==> src/rtl/idex_stage.sv <==
// Decode->execute pipeline stage: two-entry FIFO (head + skid) with valid/ready handshake,
// steering of the head to one of NUM_UNITS execute units, and CDB operand wakeup.
module idex_stage #(
   parameter int unsigned NUM_UNITS = 4,
   parameter int unsigned UNIT_W    = 2,
   parameter int unsigned OP_W      = 6,
   parameter int unsigned TAG_W     = 4,
   parameter int unsigned VAL_W     = 32
) (
   input  logic                 clk,
   input  logic                 rst,
   input  logic                 flush,
   input  logic                 in_valid,
   output logic                 in_ready,
   input  logic [UNIT_W-1:0]    in_unit,
   input  logic [OP_W-1:0]      in_op,
   input  logic [TAG_W-1:0]     in_tag1,
   input  logic [TAG_W-1:0]     in_tag2,
   input  logic [VAL_W-1:0]     in_val1,
   input  logic [VAL_W-1:0]     in_val2,
   input  logic [TAG_W-1:0]     in_target,
   input  logic                 cdb_valid,
   input  logic [TAG_W-1:0]     cdb_tag,
   input  logic [VAL_W-1:0]     cdb_val,
   output logic [NUM_UNITS-1:0] out_valid,
   input  logic [NUM_UNITS-1:0] out_ready,
   output logic [OP_W-1:0]      out_op,
   output logic [TAG_W-1:0]     out_tag1,
   output logic [TAG_W-1:0]     out_tag2,
   output logic [VAL_W-1:0]     out_val1,
   output logic [VAL_W-1:0]     out_val2,
   output logic [TAG_W-1:0]     out_target,
   output logic                 err_unit
);

   typedef struct packed {
      logic [UNIT_W-1:0] unit;
      logic [OP_W-1:0]   op;
      logic [TAG_W-1:0]  tag1;
      logic [VAL_W-1:0]  val1;
      logic [TAG_W-1:0]  tag2;
      logic [VAL_W-1:0]  val2;
      logic [TAG_W-1:0]  target;
   } entry_t;

   typedef enum logic [1:0] {StEmpty, StOne, StTwo} state_t;

   localparam logic [UNIT_W:0] NumUnitsW = (UNIT_W + 1)'(NUM_UNITS);

   state_t state_q;
   entry_t head_q, skid_q;
   logic   err_q;

   entry_t in_entry, in_snoop, head_snoop, skid_snoop;
   logic   legal, accept, store, fire;

   // Tag 0 means the value is already present, so it never matches a broadcast.
   function automatic entry_t snoop(input entry_t e, input logic cv,
                                    input logic [TAG_W-1:0] ct, input logic [VAL_W-1:0] cval);
      entry_t r;
      r = e;
      if (cv && (e.tag1 != '0) && (e.tag1 == ct)) begin
         r.tag1 = '0;
         r.val1 = cval;
      end
      if (cv && (e.tag2 != '0) && (e.tag2 == ct)) begin
         r.tag2 = '0;
         r.val2 = cval;
      end
      return r;
   endfunction

   assign in_entry = '{unit: in_unit, op: in_op, tag1: in_tag1, val1: in_val1,
                       tag2: in_tag2, val2: in_val2, target: in_target};

   assign in_snoop   = snoop(in_entry, cdb_valid, cdb_tag, cdb_val);
   assign head_snoop = snoop(head_q, cdb_valid, cdb_tag, cdb_val);
   assign skid_snoop = snoop(skid_q, cdb_valid, cdb_tag, cdb_val);

   assign in_ready = (state_q != StTwo);
   assign legal    = ({1'b0, in_unit} < NumUnitsW);
   assign accept   = in_valid & in_ready;
   assign store    = accept & legal;
   assign fire     = |(out_valid & out_ready);

   always_comb begin
      out_valid = '0;
      for (int i = 0; i < int'(NUM_UNITS); i++) begin
         out_valid[i] = (state_q != StEmpty) && (head_q.unit == UNIT_W'(i));
      end
   end

   assign out_op     = head_q.op;
   assign out_tag1   = head_q.tag1;
   assign out_tag2   = head_q.tag2;
   assign out_val1   = head_q.val1;
   assign out_val2   = head_q.val2;
   assign out_target = head_q.target;
   assign err_unit   = err_q;

   always_ff @(posedge clk) begin
      if (!rst) begin
         state_q <= StEmpty;
         head_q  <= '0;
         skid_q  <= '0;
         err_q   <= 1'b0;
      end else if (flush) begin
         state_q <= StEmpty;
         err_q   <= 1'b0;
      end else begin
         err_q  <= accept & ~legal;
         head_q <= head_snoop;
         skid_q <= skid_snoop;
         case (state_q)
            StEmpty: begin
               if (store) begin
                  head_q  <= in_snoop;
                  state_q <= StOne;
               end
            end
            StOne: begin
               if (fire && store) begin
                  head_q <= in_snoop;
               end else if (fire) begin
                  state_q <= StEmpty;
               end else if (store) begin
                  skid_q  <= in_snoop;
                  state_q <= StTwo;
               end
            end
            StTwo: begin
               if (fire) begin
                  head_q  <= skid_snoop;
                  state_q <= StOne;
               end
            end
            default: state_q <= StEmpty;
         endcase
      end
   end

endmodule
==> config.mk <==
export PLATFORM = sky130hd
export DESIGN_NAME = idex_stage
export DESIGN_NICKNAME = d
export VERILOG_FILES = /design/src/rtl/idex_stage.sv
export SDC_FILE = /design/constraint.sdc
export NUM_CORES = 1
export LEC_CHECK = 0
export ABC_AREA = 1
export CORE_MARGIN = 2
export CORE_UTILIZATION = 30
export DETAILED_ROUTE_END_ITERATION = 7
export DONT_BUFFER_PORTS = 1
export HOLD_SLACK_MARGIN = 0.03
export PLACE_DENSITY_LB_ADDON = 0.25
export SETUP_SLACK_MARGIN = 0.02
export SKIP_CTS_REPAIR_TIMING = 1
export SYNTH_ARGS = -nofsm -noshare
export SYNTH_HDL_FRONTEND = slang
export SYNTH_SLANG_ARGS = --single-unit
==> constraint.sdc <==
create_clock -name clk -period 2.9 [get_ports clk]
set_input_delay 0.87 -clock clk [delete_from_list [all_inputs] [get_ports clk]]
set_output_delay 0.87 -clock clk [all_outputs]
set_load 0.01 [all_outputs]
==> out/qor.yml <==
detailed_routing:
  num_vias: 12700
  vias_per_cell: 5.10
  drt-initial-drc-count: 1179
  dr.pass1.iters: 7
  drcViolationCount: 0
  drt_wl_total_um: 46000
  drtAntennaViolNets: 0
  wl_per_cell_um: 18.4
power_and_ir_drop:
  internal-power_w: 0.00391
  pwr-share-clk_pct: 41.8
  seqPwrFrac_pct: 43.8
  leakagePower_nw: 6.47
  p_per_area_mw_per_mm2: 462
  vdd_drop_max_mv: 0.409
  p_switching_w: 0.00191
  switching_share_pct: 32.8
  p_comb_share_pct: 14.4
min_path:
  holdPathStages: 2
  min_path_type: "flop to flop"
  hp-start: "skid_q[79]"
  holdPathEnd: "skid_q[79]"
floorplan:
  std_cell_rows: 73
  initial_utilization_pct: 30.6
  core_area_sq_mm: 0.0400
  io_pins: 217
  dieArea_sq_mm: 0.0424
  die_w_um: 206
  die_y_um: 206
placed_design:
  portBuffers: 0
  dp_hpwl_um: 29800
  gp_congestion: 0.856
  dpl_cell_area_sq_mm: 0.0120
sta:
  worst_pin_slew_ns: 0.692
  fin_skew_ns: 0.0115
  relSlewSlack_pct: 53.8
  fmax_mhz: 383
  fin_setup_tns_ns: 0
  period_minus_slack_ns: 2.61
  hold_violations: 0
  setup_viol: 0
  grt_setup_unrepaired: "false"
  slew_violations: 0
  fin_crit_sh_pct: 90.1
yosys:
  ys_seq_area_share_pct: 27.8
  synth_seq_cells: 170
  syn_nets: 2246
  yosysWarnings: 0
  syn_inst: 2117
  syn_area_per_cell_sq_um: 5.78
  netlist_area_sq_mm: 0.0122
  synth_cell_types: 38
critical_path:
  r2r_start: "state_q[0]"
  worstPathArrival_ns: 1.74
  worstSetupPathType: "flop to output port"
  cp-end-kind: "output port"
  slowest_stage: "dfxtp_1"
  cp_top_family: "flip-flops"
  worst-endpoint-required_ns: 2.03
  reg2reg_slack_ns: 0.45
  crit_path_max_incr_delay_ns: 0.55
  critPathLaunchType: "flop"
  rr_endpoint: "skid_q[54]"
  r2r.worst_path.cells: 13
  worstPathCellList: "inv_2 -> nand2_2 -> inv_1 -> nor3_1"
  critical_path_buf_inv_count: 2
  crit_fanout: 6
clocking:
  clock_latency_ns: 0.46
  cts_tree: "built"
  root_buffer: "clkbuf_16"
  clk_pin_slew_ns: 0.08
  htreeDepth: 4
  cts_buffers: 17
  clockBufferDepth: 2
  cts_sinks: 170
finish:
  most-common-layout-cells: "nand2_1, nand3_1, inv_1, dfxtp_1, o21ai_0"
  final_area_sq_mm: 0.0126
  multi_input_comb_area_sq_mm: 0.00677
  n_fill_cell: 4468
  seqCellArea_sq_mm: 0.00340
  area_delta_synth_final_pct: 3.02
  final_common_cell: "nand2_1"
  layout.nets: 2081
  drive_gt1_share_pct: 5.55
global_routing:
  grt.overflow.total: 0
  antenna_found_initial: 4
  grt_pass1_wl_um: 69600
  groute.usage.overall_pct: 21.6
  grt_start_max_net_pins: 152
  grt_pass1_vias: 11500
flow_run:
  max-cap-violations: 0
status:
  status: "finished clean"
## cell families (layout without fill, tap and decap cells)
group	after synthesis	after routing	synth area share, %
AND/OR/NAND/NOR	1310	1310	44.9
other	1	4	0.0307
XOR/XNOR	3	3	0.215
AO/OA/AOI/OAI	221	221	10.0
flip-flops	170	170	27.8
buffers and inverters	412	260	16.9
## cells in the mapped netlist
cell / n / area (sq um)
o22ai_1: 3 / 18.8
dfxtp_1: 170 / 3400
a22oi_1: 2 / 15.0
nor4_1: 1 / 6.26
nand4_1: 65 / 407
nand3b_1: 1 / 7.51
o2111ai_1: 6 / 52.6
buf_6: 17 / 191
nor3_1: 6 / 30.0
a211oi_1: 1 / 7.51
nand2_4: 3 / 33.8
and3_1: 1 / 6.26
nand2_1: 968 / 3630
clkbuf_1: 66 / 248
nor2_4: 2 / 22.5
nand3_1: 201 / 1010
xor2_1: 2 / 17.5
a21oi_4: 1 / 16.3
o21ai_0: 115 / 576
a31oi_1: 9 / 56.3
buf_1: 4 / 15.0
nand3_4: 1 / 17.5
o21ai_1: 20 / 100
a21oi_1: 41 / 205
o211ai_1: 17 / 128
xnor2_1: 1 / 8.76
buf_4: 94 / 706
nor2_8: 3 / 60.1
buf_2: 36 / 180
conb_1: 1 / 3.75
o21ai_2: 6 / 52.6
nand3_2: 3 / 30.0
nand2_2: 5 / 31.3
inv_1: 185 / 694
nor2_2: 6 / 37.5
clkinv_1: 1 / 3.75
inv_2: 9 / 33.8
nor2_1: 44 / 165
## layout make-up
cell class | instances | share of cell area (%)
multi-input cells | 1535 | 53.7
flip-flops and latches | 170 | 27.0
inverters | 195 | 5.81
well taps | 525 | 5.22
repair buffers | 33 | 3.46
clock buffers | 17 | 3.38
clock inverters | 15 | 1.34
diodes | 3 | 0.0596
## worst register-to-register path: stages, from the launching register on
cell and delay (ns):
dfxtp_1 0.55, inv_2 0.06, nand2_2 0.11, nand3_1 0.10
nand2_2 0.13, nor2_8 0.08, nand3_4 0.17, inv_2 0.09
nor2_4 0.42, buf_12 0.35, nand3_1 0.16, nand3_1 0.09
nand2_1 0.05, inv_1 0.05
## metal layers
metal  track usage (%)  wire length (um)
met1              29.3             21300
met2              32.9             19800
met3              6.17              4000
met4              6.94               936
met5                 0                13
## flip-flops by register name (all words and copies together) (netlist names)
signal	flops
out_op	6
out_tag1	4
out_val1	32
head_q	2
out_target	4
out_tag2	4
skid_q	84
out_val2	32
state_q	2
## power groups by stage
stage	Combinational [W]	Sequential (W)	Clock [W]
final	0.000837	0.00255	0.00243
after global routing	0.000942	0.00256	0.00260
after CTS	0.000836	0.00255	0.00252
after detailed placement	0.000832	0.00261	0
after global placement	0.000820	0.00260	0
after floorplan	0.000776	0.00253	0
## worst max path at each step
stage | startpoint | end | slack, ns | cells past startpoint
2_1_floorplan | cdb_tag[2] | out_val2[22] | 0.60 | 15
3_3_place_gp | in_tag1[2] | out_val1[12] | 0.29 | 13
3_5_place_dp | in_tag1[2] | out_val1[2] | 0.26 | 14
4_1_cts | state_q[0] | out_valid[0] | 0.23 | 4
5_1_grt | state_q[0] | out_valid[0] | 0.11 | 4
6_report | state_q[0] | out_valid[0] | 0.29 | 4
## stage by stage
| step | hold slack (ns) | util, % | cells | power, W | setup slack, ns |
|---|---|---|---|---|---|
| finish | 0.446 | 31.5 | 2493 | 0.00582 | 0.288 |
| global route | 0.463 | 31.5 | 2491 | 0.00611 | 0.113 |
| CTS | 0.449 | 31.5 | 2490 | 0.00590 | 0.227 |
| detailed placement | 0.436 | 30.0 | 2458 | 0.00344 | 0.261 |
| global placement | 0.431 | 30.0 | 2458 | 0.00342 | 0.288 |
| floorplan | 0.425 | - | 2117 | 0.00330 | 0.596 |
No activity file was read; power rests on OpenSTA's default activity.
